$ cat config.mk
export PLATFORM = sky130hd
export DESIGN_NAME = multicycle_control
export DESIGN_NICKNAME = d
export VERILOG_FILES = /design/src/rtl/multicycle_control_pkg.sv /design/src/rtl/mc_wait_timer.sv /design/src/rtl/multicycle_control.sv
export SDC_FILE = /design/constraint.sdc
export NUM_CORES = 1
export LEC_CHECK = 0
export CORE_AREA = 2 2 74 76
export DETAILED_ROUTE_END_ITERATION = 10
export DIE_AREA = 0 0 76 78
export GPL_TIMING_DRIVEN = 0
export HOLD_SLACK_MARGIN = 0.1
export PLACE_DENSITY = 0.73
export SLEW_MARGIN = 20
export SYNTH_ARGS = -nofsm -noshare
export SYNTH_HDL_FRONTEND = slang
export SYNTH_SLANG_ARGS = --single-unit
$ cat constraint.sdc
create_clock -name clock -period 5.15 [get_ports clock]
set_input_delay 1.03 -clock clock [delete_from_list [all_inputs] [get_ports clock]]
set_output_delay 1.03 -clock clock [all_outputs]
set_load 0.01 [all_outputs]
$ cat src/rtl/multicycle_control_pkg.sv
// Shared encodings for the multi-cycle MIPS controller: FSM states, opcodes and the
// datapath select encodings also used by the datapath and ALU control.
package multicycle_control_pkg;

  typedef enum logic [3:0] {
    StIdle    = 4'd0,
    StFetch   = 4'd1,
    StDecode  = 4'd2,
    StMemAdr  = 4'd3,
    StMemRd   = 4'd4,
    StMemWb   = 4'd5,
    StMemWr   = 4'd6,
    StExec    = 4'd7,
    StAluWb   = 4'd8,
    StAddiEx  = 4'd9,
    StAddiWb  = 4'd10,
    StBranch  = 4'd11,
    StJump    = 4'd12,
    StIllegal = 4'd13
  } mc_state_e;

  // Opcode field values (instr[31:26])
  localparam logic [5:0] OpRtype = 6'h00;
  localparam logic [5:0] OpLw    = 6'h23;
  localparam logic [5:0] OpSw    = 6'h2B;
  localparam logic [5:0] OpBeq   = 6'h04;
  localparam logic [5:0] OpBne   = 6'h05;
  localparam logic [5:0] OpAddi  = 6'h08;
  localparam logic [5:0] OpJ     = 6'h02;

  // alu_op encodings (3 is reserved)
  localparam logic [1:0] AluOpAdd   = 2'd0;
  localparam logic [1:0] AluOpSub   = 2'd1;
  localparam logic [1:0] AluOpFunct = 2'd2;

  // pc_source encodings
  localparam logic [1:0] PcSrcAlu    = 2'd0;
  localparam logic [1:0] PcSrcAluOut = 2'd1;
  localparam logic [1:0] PcSrcJump   = 2'd2;

  // alu_src_b encodings
  localparam logic [1:0] SrcBRegB   = 2'd0;
  localparam logic [1:0] SrcBFour   = 2'd1;
  localparam logic [1:0] SrcBImm    = 2'd2;
  localparam logic [1:0] SrcBImmSh2 = 2'd3;

endpackage

$ cat src/rtl/mc_wait_timer.sv
// Memory wait timer: counts cycles a request is outstanding without ready and flags
// expiry on the cycle the MAX_WAIT-th such cycle completes.
module mc_wait_timer #(
  parameter int unsigned MAX_WAIT = 16
) (
  input  logic clk_i,
  input  logic rst_ni,
  input  logic clear_i,
  input  logic enable_i,
  output logic expired_o
);

  localparam int unsigned CntW = $clog2(MAX_WAIT + 1);
  localparam logic [CntW-1:0] CntLast = CntW'(MAX_WAIT - 1);

  logic [CntW-1:0] cnt_q, cnt_d;

  // Clear has priority so a completed or abandoned access never leaks count forward
  always_comb begin
    cnt_d = cnt_q;
    if (clear_i) begin
      cnt_d = '0;
    end else if (enable_i) begin
      cnt_d = cnt_q + CntW'(1);
    end
  end

  // Counter state
  always_ff @(posedge clk_i or negedge rst_ni) begin
    if (!rst_ni) begin
      cnt_q <= '0;
    end else begin
      cnt_q <= cnt_d;
    end
  end

  assign expired_o = enable_i && (cnt_q == CntLast);

endmodule

$ cat src/rtl/multicycle_control.sv
// Moore FSM sequencing a multi-cycle MIPS datapath over one unified memory.
// Optional feature: define MC_ILLEGAL_TRAP_EN to trap and halt on illegal opcodes;
// otherwise an illegal opcode retires as a NOP.
module multicycle_control
  import multicycle_control_pkg::*;
#(
  parameter int unsigned MAX_WAIT  = 16,
  parameter int unsigned CNT_WIDTH = 32
) (
  input  logic                 clock,
  input  logic                 reset,
  input  logic [5:0]           opcode,
  input  logic                 mem_ready,
  output logic                 mem_req,
  output logic                 mem_we,
  output logic                 iord,
  output logic                 ir_write,
  output logic                 pc_write,
  output logic                 pc_write_cond,
  output logic                 branch_ne,
  output logic [1:0]           pc_source,
  output logic                 alu_src_a,
  output logic [1:0]           alu_src_b,
  output logic [1:0]           alu_op,
  output logic                 reg_dst,
  output logic                 mem_to_reg,
  output logic                 reg_write,
  output logic                 mem_timeout,
  output logic [CNT_WIDTH-1:0] instret,
  output logic                 trap
);

  mc_state_e            state_q, state_d;
  logic [CNT_WIDTH-1:0] instret_q, instret_d;
  logic                 timeout_q, timeout_d;
  logic                 bne_q, bne_d;
  logic                 retire;
  logic                 timer_expired;

  // Counting only while a request is stalled; any other cycle restarts the wait
  mc_wait_timer #(
    .MAX_WAIT (MAX_WAIT)
  ) u_wait_timer (
    .clk_i     (clock),
    .rst_ni    (reset),
    .clear_i   (!mem_req || mem_ready || timer_expired),
    .enable_i  (mem_req && !mem_ready),
    .expired_o (timer_expired)
  );

  // Next-state, retire and sticky-flag logic
  always_comb begin
    state_d = state_q;
    retire  = 1'b0;
    // Branch sense is latched in DECODE so BRANCH outputs depend on state only
    bne_d   = (state_q == StDecode) ? opcode[0] : bne_q;
    case (state_q)
      StIdle:   state_d = StFetch;
      StFetch:  if (mem_ready) state_d = StDecode;
      StDecode: begin
        case (opcode)
          OpRtype:     state_d = StExec;
          OpLw, OpSw:  state_d = StMemAdr;
          OpBeq, OpBne: state_d = StBranch;
          OpAddi:      state_d = StAddiEx;
          OpJ:         state_d = StJump;
          default:     state_d = StIllegal;
        endcase
      end
      StMemAdr: state_d = (opcode == OpLw) ? StMemRd : StMemWr;
      StMemRd:  if (mem_ready) state_d = StMemWb;
      StMemWr: begin
        if (mem_ready) begin
          state_d = StFetch;
          retire  = 1'b1;
        end
      end
      StExec:   state_d = StAluWb;
      StAddiEx: state_d = StAddiWb;
      StMemWb, StAluWb, StAddiWb, StBranch, StJump: begin
        state_d = StFetch;
        retire  = 1'b1;
      end
      StIllegal: begin
`ifdef MC_ILLEGAL_TRAP_EN
        state_d = StIllegal;
`else
        state_d = StFetch;
        retire  = 1'b1;
`endif
      end
      default: state_d = StIdle;
    endcase
    if (timer_expired) begin
      state_d = StIdle;
      retire  = 1'b0;
    end
    timeout_d = timeout_q || timer_expired;
    instret_d = instret_q + CNT_WIDTH'(retire);
  end

  // FSM and architectural counters
  always_ff @(posedge clock or negedge reset) begin
    if (!reset) begin
      state_q   <= StIdle;
      instret_q <= '0;
      timeout_q <= 1'b0;
      bne_q     <= 1'b0;
    end else begin
      state_q   <= state_d;
      instret_q <= instret_d;
      timeout_q <= timeout_d;
      bne_q     <= bne_d;
    end
  end

`ifdef MC_ILLEGAL_TRAP_EN
  logic trap_q, trap_d;

  // Trap raises on entry to ILLEGAL and holds until reset
  always_comb begin
    trap_d = trap_q || (state_d == StIllegal);
  end

  // Trap flag state
  always_ff @(posedge clock or negedge reset) begin
    if (!reset) begin
      trap_q <= 1'b0;
    end else begin
      trap_q <= trap_d;
    end
  end

  assign trap = trap_q;
`else
  assign trap = 1'b0;
`endif

  assign mem_timeout = timeout_q;
  assign instret     = instret_q;

  // Output decode of the current state; only FETCH load strobes look at mem_ready
  always_comb begin
    mem_req       = 1'b0;
    mem_we        = 1'b0;
    iord          = 1'b0;
    ir_write      = 1'b0;
    pc_write      = 1'b0;
    pc_write_cond = 1'b0;
    branch_ne     = 1'b0;
    pc_source     = PcSrcAlu;
    alu_src_a     = 1'b0;
    alu_src_b     = SrcBRegB;
    alu_op        = AluOpAdd;
    reg_dst       = 1'b0;
    mem_to_reg    = 1'b0;
    reg_write     = 1'b0;
    case (state_q)
      StFetch: begin
        mem_req   = 1'b1;
        alu_src_b = SrcBFour;
        ir_write  = mem_ready;
        pc_write  = mem_ready;
      end
      StDecode: alu_src_b = SrcBImmSh2;
      StMemAdr, StAddiEx: begin
        alu_src_a = 1'b1;
        alu_src_b = SrcBImm;
      end
      StMemRd: begin
        mem_req = 1'b1;
        iord    = 1'b1;
      end
      StMemWb: begin
        reg_write  = 1'b1;
        mem_to_reg = 1'b1;
      end
      StMemWr: begin
        mem_req = 1'b1;
        mem_we  = 1'b1;
        iord    = 1'b1;
      end
      StExec: begin
        alu_src_a = 1'b1;
        alu_op    = AluOpFunct;
      end
      StAluWb: begin
        reg_write = 1'b1;
        reg_dst   = 1'b1;
      end
      StAddiWb: reg_write = 1'b1;
      StBranch: begin
        alu_src_a     = 1'b1;
        alu_op        = AluOpSub;
        pc_write_cond = 1'b1;
        pc_source     = PcSrcAluOut;
        branch_ne     = bne_q;
      end
      StJump: begin
        pc_write  = 1'b1;
        pc_source = PcSrcJump;
      end
      default: ;
    endcase
  end

endmodule

; After elaboration in Yosys (flattened, before gate mapping)
; Index checks and enable logic that the tools add are counted.
[totals]
wordCells = 76
in_bits = 9
out_inout_bits = 51
regBits = 43
[classes]
mux = 26
reduce_logical = 20
add_sub_neg = 2
eq_ne = 23
[op_table]
columns = cell, n
row1 = $add 32x1->32, 1
row2 = $pmux 4 s8, 1
row3 = $eq 4x4->1 const B, 6
row4 = $pmux 4 s5, 1
row5 = $eq 4x3->1 const B, 4
row6 = $mux 4, 4
row7 = $eq 6x3->1 const B, 2
row8 = $eq 6x6->1 const B, 2
row9 = $mux 1, 12
row10 = $mux 5, 2
row11 = $ne 3x3->1 const B, 3
row12 = $eq 4x2->1 const B, 2
row13 = $pmux 2 s2, 2
row14 = $reduce_or 2->1, 4
row15 = $reduce_or 7->1, 1
row16 = $eq 6x2->1 const B, 1
row17 = $eq 6x4->1 const B, 1
row18 = $logic_not 6->1, 1
row19 = $pmux 2 s3, 1
row20 = $reduce_or 3->1, 2
row21 = $reduce_or 6->1, 1
row22 = $add 5x1->5 const B, 1
row23 = $eq 5x4->1 const B, 1
row24 = $eq 4x1->1 const B, 1
row25 = 9 further kinds, 14

; Longest topological paths before layout
[logic_depth]
word_depth = 7
mapped_depth = 10

; Modules after synthesis
; A second synthesis with hierarchy kept.
[unflattened]
hier_cells = 225
hier_area_um2 = 2260.9
[by_module_without_submodules]
columns = module, n_inst, cells_per_inst, seq_area_each_um2, area_per_inst_um2
row1 = multicycle_control, 1, 201, 950.9, 1975.6
row2 = mc_wait_timer, 1, 24, 125.1, 285.3

; Least setup slack after synthesis
; Ideal clock, no wire load.
[synth_timing]
path_kind = in2out
startpoint = in mem_ready
endpoint = out pc_write
required_ps = 4120
path_slack_ps = 2385
path_stages = 2
arrival_time_ps = 1735
cell_sequence = nor4b_1 or2_2
[synth_via]
elab_chain_len = 1
[synth_rtl]
columns = item, line
row1 = "start, declared", multicycle_control.sv:13  ; input logic mem_ready,
row2 = $pmux 1 s2, multicycle_control.sv:158  ; case (state_q)
row3 = "end, declared", multicycle_control.sv:18  ; output logic pc_write,
; No other way between the ends.

; Final worst setup path
; Same ends and word-level chain as after synthesis.

==> results.txt <==
Final min period: 3.71 ns
Htree depth: 2
DRC: 0
Core outline area: 5040 um^2
Final Hold Fails: 0
Post-synth ARST share: 100%
DRT iter0 DRCs: 69
EDFF count, synth: 0
Synth Register Bits: 43
Worst-Skew Late Latency: 0.29 ns
Post-route cell area: 3000 um^2
Cts bufs inserted: 5
Synthesis-to-layout area growth: 36.0%
DR WL met3: 244 um
Register area share after synthesis: 48.7%
Initial Utilization: 43.8%
Synthesized area: 2210 um^2
Synth Instances: 212
Width of the die: 76 um
Routed WL: 4440 um
Via count: 1,787
Num Clock Sinks: 43
Final setup fails: 0
Worst hold start: u_wait_timer.cnt_q[0]$_DFFE_PN0P_
Nets@finish: 291
Hold-fix buffers at CTS: 0
Top Layer Used: met4
Total grt overflow: 0
Share of layout cells above drive strength 1: 7.53%
Post-Route Setup TNS: 0 ns
Synth Flop Type: dfrtp_1
Internal reg-to-reg setup slack: 2.22 ns
Worst-path clk slew: 0.08 ns
Largest net degree at the start of global routing: 27
WP data required: 4.12 ns
Worst hold path type: reg -> reg
Fin crit share: 72.0%
Drt wl/cell: 12.7 um
Port Buffers: 58
Fmax achieved: 0.270 GHz
Pwr per Cell Area: 363 nW/um^2
Core Util, Final: 59.6%
Row count: 26
Syn nets: 225
Placement Cell Area: 2890 um^2
CP Max Fanout: 5
Hold Path Sink: u_wait_timer.cnt_q[0]$_DFFE_PN0P_
Initial antenna violation count: 0
Gr usage total: 16.2%
DR WL met2: 2150 um
Measured slew at the worst slew-check pin: 0.612 ns
Worst path arrival time: 2.68 ns
RSZ-0062 raised after global routing: false
Place WS: 1.45 ns
Max-Cap Viols: 0
Die Y-Extent: 78 um
Avg Vias per Cell: 5.12
Status: finished, final reports clean
Reg2reg end: instret[22]$_DFF_PN0_
Reg2Reg Depth: 10
Max VDD drop: 224 uV
Static Leakage: 1.27 nW
Hold depth: 1
Worst R2R Start: state_q[3]$_DFFE_PN0P_
Diode count: 0
Root buffer cell: clkbuf_8
Skew final: 0.00544 ns
Yosys cell types: 44
Relative slew slack: 59.0%
Drt first pass iters: 4
Slew Limit Fails: 0
Worst setup margin: 1.44 ns
Syn Area/Cell: 10.4 um^2
# IOs: 60
Setup CP Type: in -> out
Vias in the first global route: 1,802
Postcts setup bufs: 0
First-pass GRT wire length: 7960 um
Die area: 5930 um^2
Crit start category: primary input
GPL Wtd Cong: 0.844
Max Root-Sink Buffers: 2
DP Wirelength: 3380 um
Critical Path End Type: output pin
Final ANT Viol Nets: 0
Resized cells post-CTS: 0
Yosys warning count: 0
Met1 WL: 1990 um
CTS tree: yes
==> worst max-delay path: stages <==
cell	delay [ns]
clkdlybuf4s50_1	0.57
nor4b_1	0.37
or2_2	0.18
clkdlybuf4s50_1	0.53
==> worst max path at each step <==
stage,start,to,cells past startpoint
floorplan,mem_ready,pc_write,2
global placement,mem_ready,pc_write,4
detailed placement,mem_ready,pc_write,4
CTS,mem_ready,pc_write,4
global route,mem_ready,pc_write,4
finish,mem_ready,pc_write,4
==> metal layers <==
| metal | track usage, % | up-vias |
|---|---|---|
| met4 | 4.73 | 0 |
| li1 | - | 877 |
| met2 | 27.6 | 48 |
| met1 | 20.2 | 857 |
| met5 | 0 | - |
| met3 | 4.53 | 5 |
==> kinds of logic (layout without fill, tap and decap cells) <==
group / Yosys count / after routing / synth area share [%]
flip-flops: 43 / 43 / 48.7
multiplexers: 2 / 2 / 0.963
buffers and inverters: 10 / 77 / 2.10
adder cells (fa/ha/maj): 4 / 4 / 2.27
AND/OR/NAND/NOR: 103 / 103 / 27.8
AO/OA/AOI/OAI: 16 / 16 / 4.93
other: 1 / 1 / 0.170
XOR/XNOR: 33 / 33 / 13.1
==> per-stage QoR <==
| stage | instances | hold WS [ns] | power [mW] |
|---|---|---|---|
| after CTS | 349 | 0.480 | 1.10 |
| final | 349 | 0.473 | 1.09 |
| after global placement | 340 | 0.453 | 0.831 |
| after detailed placement | 341 | 0.465 | 0.837 |
| after floorplan | 212 | 0.433 | 0.648 |
| after global routing | 349 | 0.497 | 1.16 |
==> layout by cell type (no fill, tap or decap), types with 5 or more instances in the layout <==
master           instances
clkdlybuf4s50_1         57
dfrtp_1                 43
xnor2_1                 27
nor2_1                  19
nand3_1                 15
nand2_1                 13
nand4_1                 10
nor3_1                   7
nand2b_1                 6
and3_1                   6
nor2b_1                  6
xor2_1                   6
clkbuf_8                 5
==> report_power, final <==
group          internal [mW]  total [mW]  leakage, nW  switching, mW
Clock                  0.144       0.260       0.0581          0.115
Combinational          0.203       0.390        0.634          0.187
Sequential             0.385       0.439        0.582         0.0548
==> state kept, by name, summed over array words and instances (netlist names) <==
signal and flops:
bne_q 1, mem_timeout 1, u_wait_timer.cnt_q 5, instret 32
state_q 4
==> synthesized netlist by cell type, types with 2 or more instances <==
cell type	instances	area, um^2
nor2_1	19	71.3
nand4b_1	2	17.5
a31oi_1	2	12.5
o21ai_0	4	20.0
and3_1	6	37.5
xor2_1	6	52.6
a211o_1	2	17.5
and4_1	4	35.0
nand2_1	13	48.8
nand3_1	15	75.1
xnor2_1	27	236
ha_1	4	50.1
dfrtp_1	43	1080
inv_1	3	11.3
and2_1	2	12.5
nor3_1	7	35.0
nor3b_1	2	15.0
nand2b_1	6	37.5
nand4_1	10	62.6
clkbuf_1	4	15.0
buf_4	2	15.0
nor2b_1	6	37.5
a211oi_1	2	15.0
==> layout make-up <==
class,count,area (um^2)
plain buffers,7,35.0
clock buffers,5,68.8
clock inverters,3,43.8
fillers,439,2040
inverters,3,11.3
multi-input cells,159,1090
flip-flops and latches,43,1080
well taps,70,87.6
repair buffers,59,596
(Power assumes the default switching activity.)
==> variant 1: new RTL, config.mk and constraints unchanged <==
Put one more register stage on the output `mem_timeout`, cleared by the reset. The value now appears one clock later. The other outputs are not delayed to match.
--- a/src/rtl/multicycle_control.sv
+++ b/src/rtl/multicycle_control.sv
@@ -136,7 +136,13 @@
   assign trap = 1'b0;
 `endif
 
-  assign mem_timeout = timeout_q;
+  always_ff @(posedge clock or negedge reset) begin
+    if (!reset) begin
+      mem_timeout <= '0;
+    end else begin
+      mem_timeout <= timeout_q;
+    end
+  end
   assign instret     = instret_q;
 
   // Output decode of the current state; only FETCH load strobes look at mem_ready
Formal check against the unedited RTL: no difference found for any inputs over 10 cycles, from zero or initial values and one cycle with reset low; that may be too few to reach the edited logic, so the function may still have changed.
==> variant 1 against the original RTL <==
- sequential cell count rose by 1
- area after synthesis rose by 2.4%
- first-iteration DRC count rose by 54%
- utilization rose by 0.67 points
- routed wire length rose by 9.1%
- final area rose by 1.1%
- register-to-register slack improved by 280 ps
- setup slack got worse by 91 ps
- fmax fell by 2.4%
- sequential share of layout area rose by 0.43 points
- power fell by 2.8%
- global-route usage rose by 1.1 points
==> variant 1: results (changes against the original RTL) <==
Synth
  • Synth cell count leaders: 44 x dfrtp_1, 30 x xnor2_1, 16 x nor2_1 (was 43 x dfrtp_1, 27 x xnor2_1, 19 x nor2_1)
  • Sequential-to-total area share from yosys stat: 48.7% (about the same)
  • Count of cell types in the netlist: 45 (was 44)
  • Mapped Area: 2260 sq um (was 2210 sq um)
  • Post-Syn Nets: 232 (was 225)
  • Ranking of synthesized cells by area: dfrtp_1 49%, xnor2_1 12%, nand4_1 3.9% (was dfrtp_1 49%, xnor2_1 11%, nand3_1 3.4%)

Placed design
  • Hpwl dp: 3.57 mm (was 3.38 mm)
  • Pre-CTS setup slack: 1390 ps (was 1450 ps)
  • Placed insts: 348 (was 341)
  • GP Congestion: 0.892 (was 0.844)

Route
  • Met1 Wirelength: 2.08 mm (was 1.99 mm)
  • DR vias/cell: 5.21 (was 5.12)
  • DR WL met2: 2.46 mm (was 2.15 mm)
  • DR top layer: met4 (unchanged)
  • DR WL met3: 260 um (was 244 um)
  • 1st-iter DRT viols: 106 (was 69)
  • Final WL: 4.85 mm (was 4.44 mm)

GRT
  • Grt met2 use: 30.3% (was 27.6%)
  • Pin count of the biggest net entering global routing: 32 (was 27)
  • First-pass GRT wire length: 8.40 mm (was 7.96 mm)
  • All-layer global routing usage: 17.3% (was 16.2%)
  • M1 GR Usage: 21.6% (was 20.2%)
  • GR Layer Usage met3: 4.07% (was 4.53%)

Finish
  • Finished Layout Cells: 356 (was 349)
  • Filler cell count: 444 (was 439)
  • # nets final: 298 (was 291)
  • Layout cell share with drive strength beyond 1: 7.69% (was 7.53%)

Power
  • VDD IR max: 0.228 mV (was 0.224 mV)
  • P_leak: 0.00128 uW (was 0.00127 uW)

Run status
  • Status: finished clean (unchanged)

STA
  • Skew final: 9.82 ps (was 5.44 ps)
variant 1: final timing paths:
kind / startpoint / to / slack (ps) / cells past startpoint
worst max-delay path: mem_ready / pc_write / 1350 / 5
worst min-delay path: timeout_q / mem_timeout / 400 / 0
worst max register to register: state_q[0] / instret[26] / 2500 / 11
max in group asynchronous: reset / instret[0] / 4050 / 2
worst min register to register: timeout_q / mem_timeout / 400 / 0
min in group asynchronous: reset / instret[20] / 620 / 1
variant 1: per-stage QoR:
step	util, %	total power [uW]	cell area (sq um)
finish	60.2	1060	3040
global route	60.2	1130	3040
CTS	60.2	1070	3040
detailed placement	58.4	842	2940
global placement	58.1	837	2930
floorplan	-	654	2260
variant 1: cell type report:
| type | count | area [sq um] | share of cell area (%) |
|---|---|---|---|
| Buffer | 9 | 56.3 | 1.85 |
| Clock buffer | 7 | 86.3 | 2.84 |
| Clock inverter | 1 | 7.51 | 0.247 |
| Inverter | 5 | 18.8 | 0.618 |
| Multi-Input combinational cell | 161 | 1080 | 35.7 |
| Sequential cell | 44 | 1100 | 36.2 |
| Tap cell | 70 | 87.6 | 2.88 |
| Timing Repair Buffer | 59 | 596 | 19.6 |
variant 1: critical path, cell delays in order:
cell	delay (ps)
clkdlybuf4s50_1	590
inv_1	90
nor4_1	350
or2_2	180
clkdlybuf4s50_1	520
variant 1: kinds of logic after synthesis:
logic type / synth area share, %
AND/OR/NAND/NOR: 25.8
flip-flops: 48.7
XOR/XNOR: 12.8
AO/OA/AOI/OAI: 6.09
buffers and inverters: 3.32
adder cells (fa/ha/maj): 2.21
multiplexers: 0.941
other: 0.166
variant 1: where the power goes:
part	switching [uW]	internal, uW	leakage (uW)
clock network	114	109	0.0000445
registers	49.8	392	0.000591
logic	191	203	0.000642
total	355	704	0.00128
==> variant 2: new RTL, config.mk and constraints unchanged <==
Without the edit above. `CNT_WIDTH`: 32 -> 40.
--- a/src/rtl/multicycle_control.sv
+++ b/src/rtl/multicycle_control.sv
@@ -5,7 +5,7 @@
   import multicycle_control_pkg::*;
 #(
   parameter int unsigned MAX_WAIT  = 16,
-  parameter int unsigned CNT_WIDTH = 32
+  parameter int unsigned CNT_WIDTH = 40
 ) (
   input  logic                 clock,
   input  logic                 reset,
Interface: changed (resized instret); port bits go from 60 to 68. The function was not compared with the original's and may differ.
==> variant 2 against the original RTL <==
- final area grew 20%
- power grew 9.9%
- area after synthesis grew 24%
- sequential cell count grew 8
- synthesized cell count grew 26%
- register-to-register slack gained 330 ps
- global-route usage grew 5.0 points
- largest power group unchanged
- routed wire length grew 31%
- die area is the same
- setup slack lost 22 ps
- sequential power grew 12%
==> variant 2: results (changes against the original RTL) <==
Run status
  • Status: finished clean (unchanged)

Synth
  • Count of cell types in the netlist: 49 (was 44)
  • Synth cell count leaders: 51 x dfrtp_1, 27 x xor2_1, 25 x nand2_1 (was 43 x dfrtp_1, 27 x xnor2_1, 19 x nor2_1)
  • Mapped Area: 2740 sq um (was 2210 sq um)
  • Post-synth ARST share: 100% (unchanged)
  • Post-Syn Nets: 281 (was 225)
  • Sequential-to-total area share from yosys stat: 46.5% (was 48.7%)
  • Ranking of synthesized cells by area: dfrtp_1 47%, xor2_1 8.6%, xnor2_1 4.5% (was dfrtp_1 49%, xnor2_1 11%, nand3_1 3.4%)

Placed design
  • Pre-CTS setup slack: 1440 ps (was 1450 ps)
  • GP Congestion: 0.842 (was 0.844)
  • Hpwl dp: 4.28 mm (was 3.38 mm)
  • IO buf count: 66 (was 58)

Clock tree
  • Worst-path clk slew: 100 ps (was 80 ps)
  • H-tree depth: 2 (unchanged)
  • Post_cts resized: 0 (unchanged)
  • Clk Latency, worst-skew pair: 300 ps
  • CTS buffer count: 5 (unchanged)

Power
  • VDD IR max: 0.309 mV (was 0.224 mV)
  • P_leak: 0.00164 uW (was 0.00127 uW)

Finish
  • Filler cell count: 389 (was 439)
  • Largest register FFs: 40 (was 32)
  • Layout cell share with drive strength beyond 1: 10.2% (was 7.53%)
  • # nets final: 354 (was 291)

Setup path
  • Max stage delay on crit path: 550 ps (was 570 ps)
  • Max stage delay cell, worst path: clkdlybuf4s50_1 (unchanged)
  • CP Data Arrival Time: 2700 ps (was 2680 ps)

GRT
  • Pin count of the biggest net entering global routing: 52 (was 27)
  • Vias in the first global route: 2203 (was 1802)
  • Initial antenna violation count: 0 (unchanged)
  • First-pass GRT wire length: 10.3 mm (was 7.96 mm)
  • All-layer global routing usage: 21.2% (was 16.2%)

Route
  • 1st-iter DRT viols: 107 (was 69)
  • Drt wl/cell: 14.2 um (was 12.7 um)
  • DR WL met3: 358 um (was 244 um)
  • TritonRoute pass-1 iters: 4 (unchanged)
  • DR top layer: met4 (unchanged)
  • DR WL met2: 2.79 mm (was 2.15 mm)
  • Met1 Wirelength: 2.66 mm (was 1.99 mm)
  • DR vias/cell: 5.42 (was 5.12)

STA
  • Skew final: 10.4 ps (was 5.44 ps)
  • Worst-Margin Slew: 619 ps (was 612 ps)
==> variant 2: cell types whose count changed after synthesis, sizes merged, moves of 7 or more <==
cell / unedited run / this run
nand2: 13 / 25
xor2: 6 / 27
nor4: 2 / 9
xnor2: 27 / 14
nor3: 8 / 19
dfrtp: 43 / 51
==> variant 2: worst register-to-register path: stages (launching register included) <==
cell      delay [ps]
dfrtp_1          340
clkbuf_1         270
clkbuf_1         410
a211oi_1          80
a31oi_1          180
ha_1             190
ha_1             190
and2_1           260
nand3_4          180
nor3_1           240
xor2_1           180
==> variant 2: through the flow <==
step / std cells / area [sq um]
after floorplan: 268 / 2740
after global placement: 404 / 3490
after detailed placement: 404 / 3490
after CTS: 412 / 3610
after global routing: 412 / 3610
final: 412 / 3610
==> variant 2: final cells by class <==
type | instances | area, sq um | share of cell area, %
Buffer | 13 | 67.6 | 1.87
Clock buffer | 6 | 82.6 | 2.29
Clock inverter | 2 | 35.0 | 0.972
Inverter | 5 | 18.8 | 0.520
Multi-Input combinational cell | 199 | 1380 | 38.3
Sequential cell | 51 | 1280 | 35.4
Tap cell | 70 | 87.6 | 2.43
Timing Repair Buffer | 66 | 658 | 18.3
==> variant 2: final timing paths <==
path / startpoint / endpoint / slack (ps) / depth (start not counted)
worst max register to register: state_q[1] / instret[26] / 2550 / 10
max in group asynchronous: reset / instret[26] / 3990 / 1
worst min-delay path: u_wait_timer.cnt_q[0] / u_wait_timer.cnt_q[0] / 470 / 1
worst min register to register: u_wait_timer.cnt_q[0] / u_wait_timer.cnt_q[0] / 470 / 1
worst max-delay path: mem_ready / pc_write / 1420 / 5
min in group asynchronous: reset / instret[21] / 750 / 1
==> variant 2: kinds of logic after synthesis <==
group	Yosys count	share of synthesized area, %
and+or+nand+nor	132	30.2
DFF	51	46.5
xor gates and xnor gates	41	13.1
AOI/OAI and AO/OA	21	5.06
buffers and inverters	18	3.15
adders and majority gates	4	1.82
other	1	0.137
==> variant 2: power breakdown <==
part	switching [uW]	internal, uW
Combinational	214	202
Sequential	46.1	447
Clock	131	157
==> variant 2: routing by layer <==
layer,vias up,track usage (%)
met4,0,6.36
li1,1094,-
met3,2,5.47
met5,-,0
met2,79,34.4
met1,1057,28.1
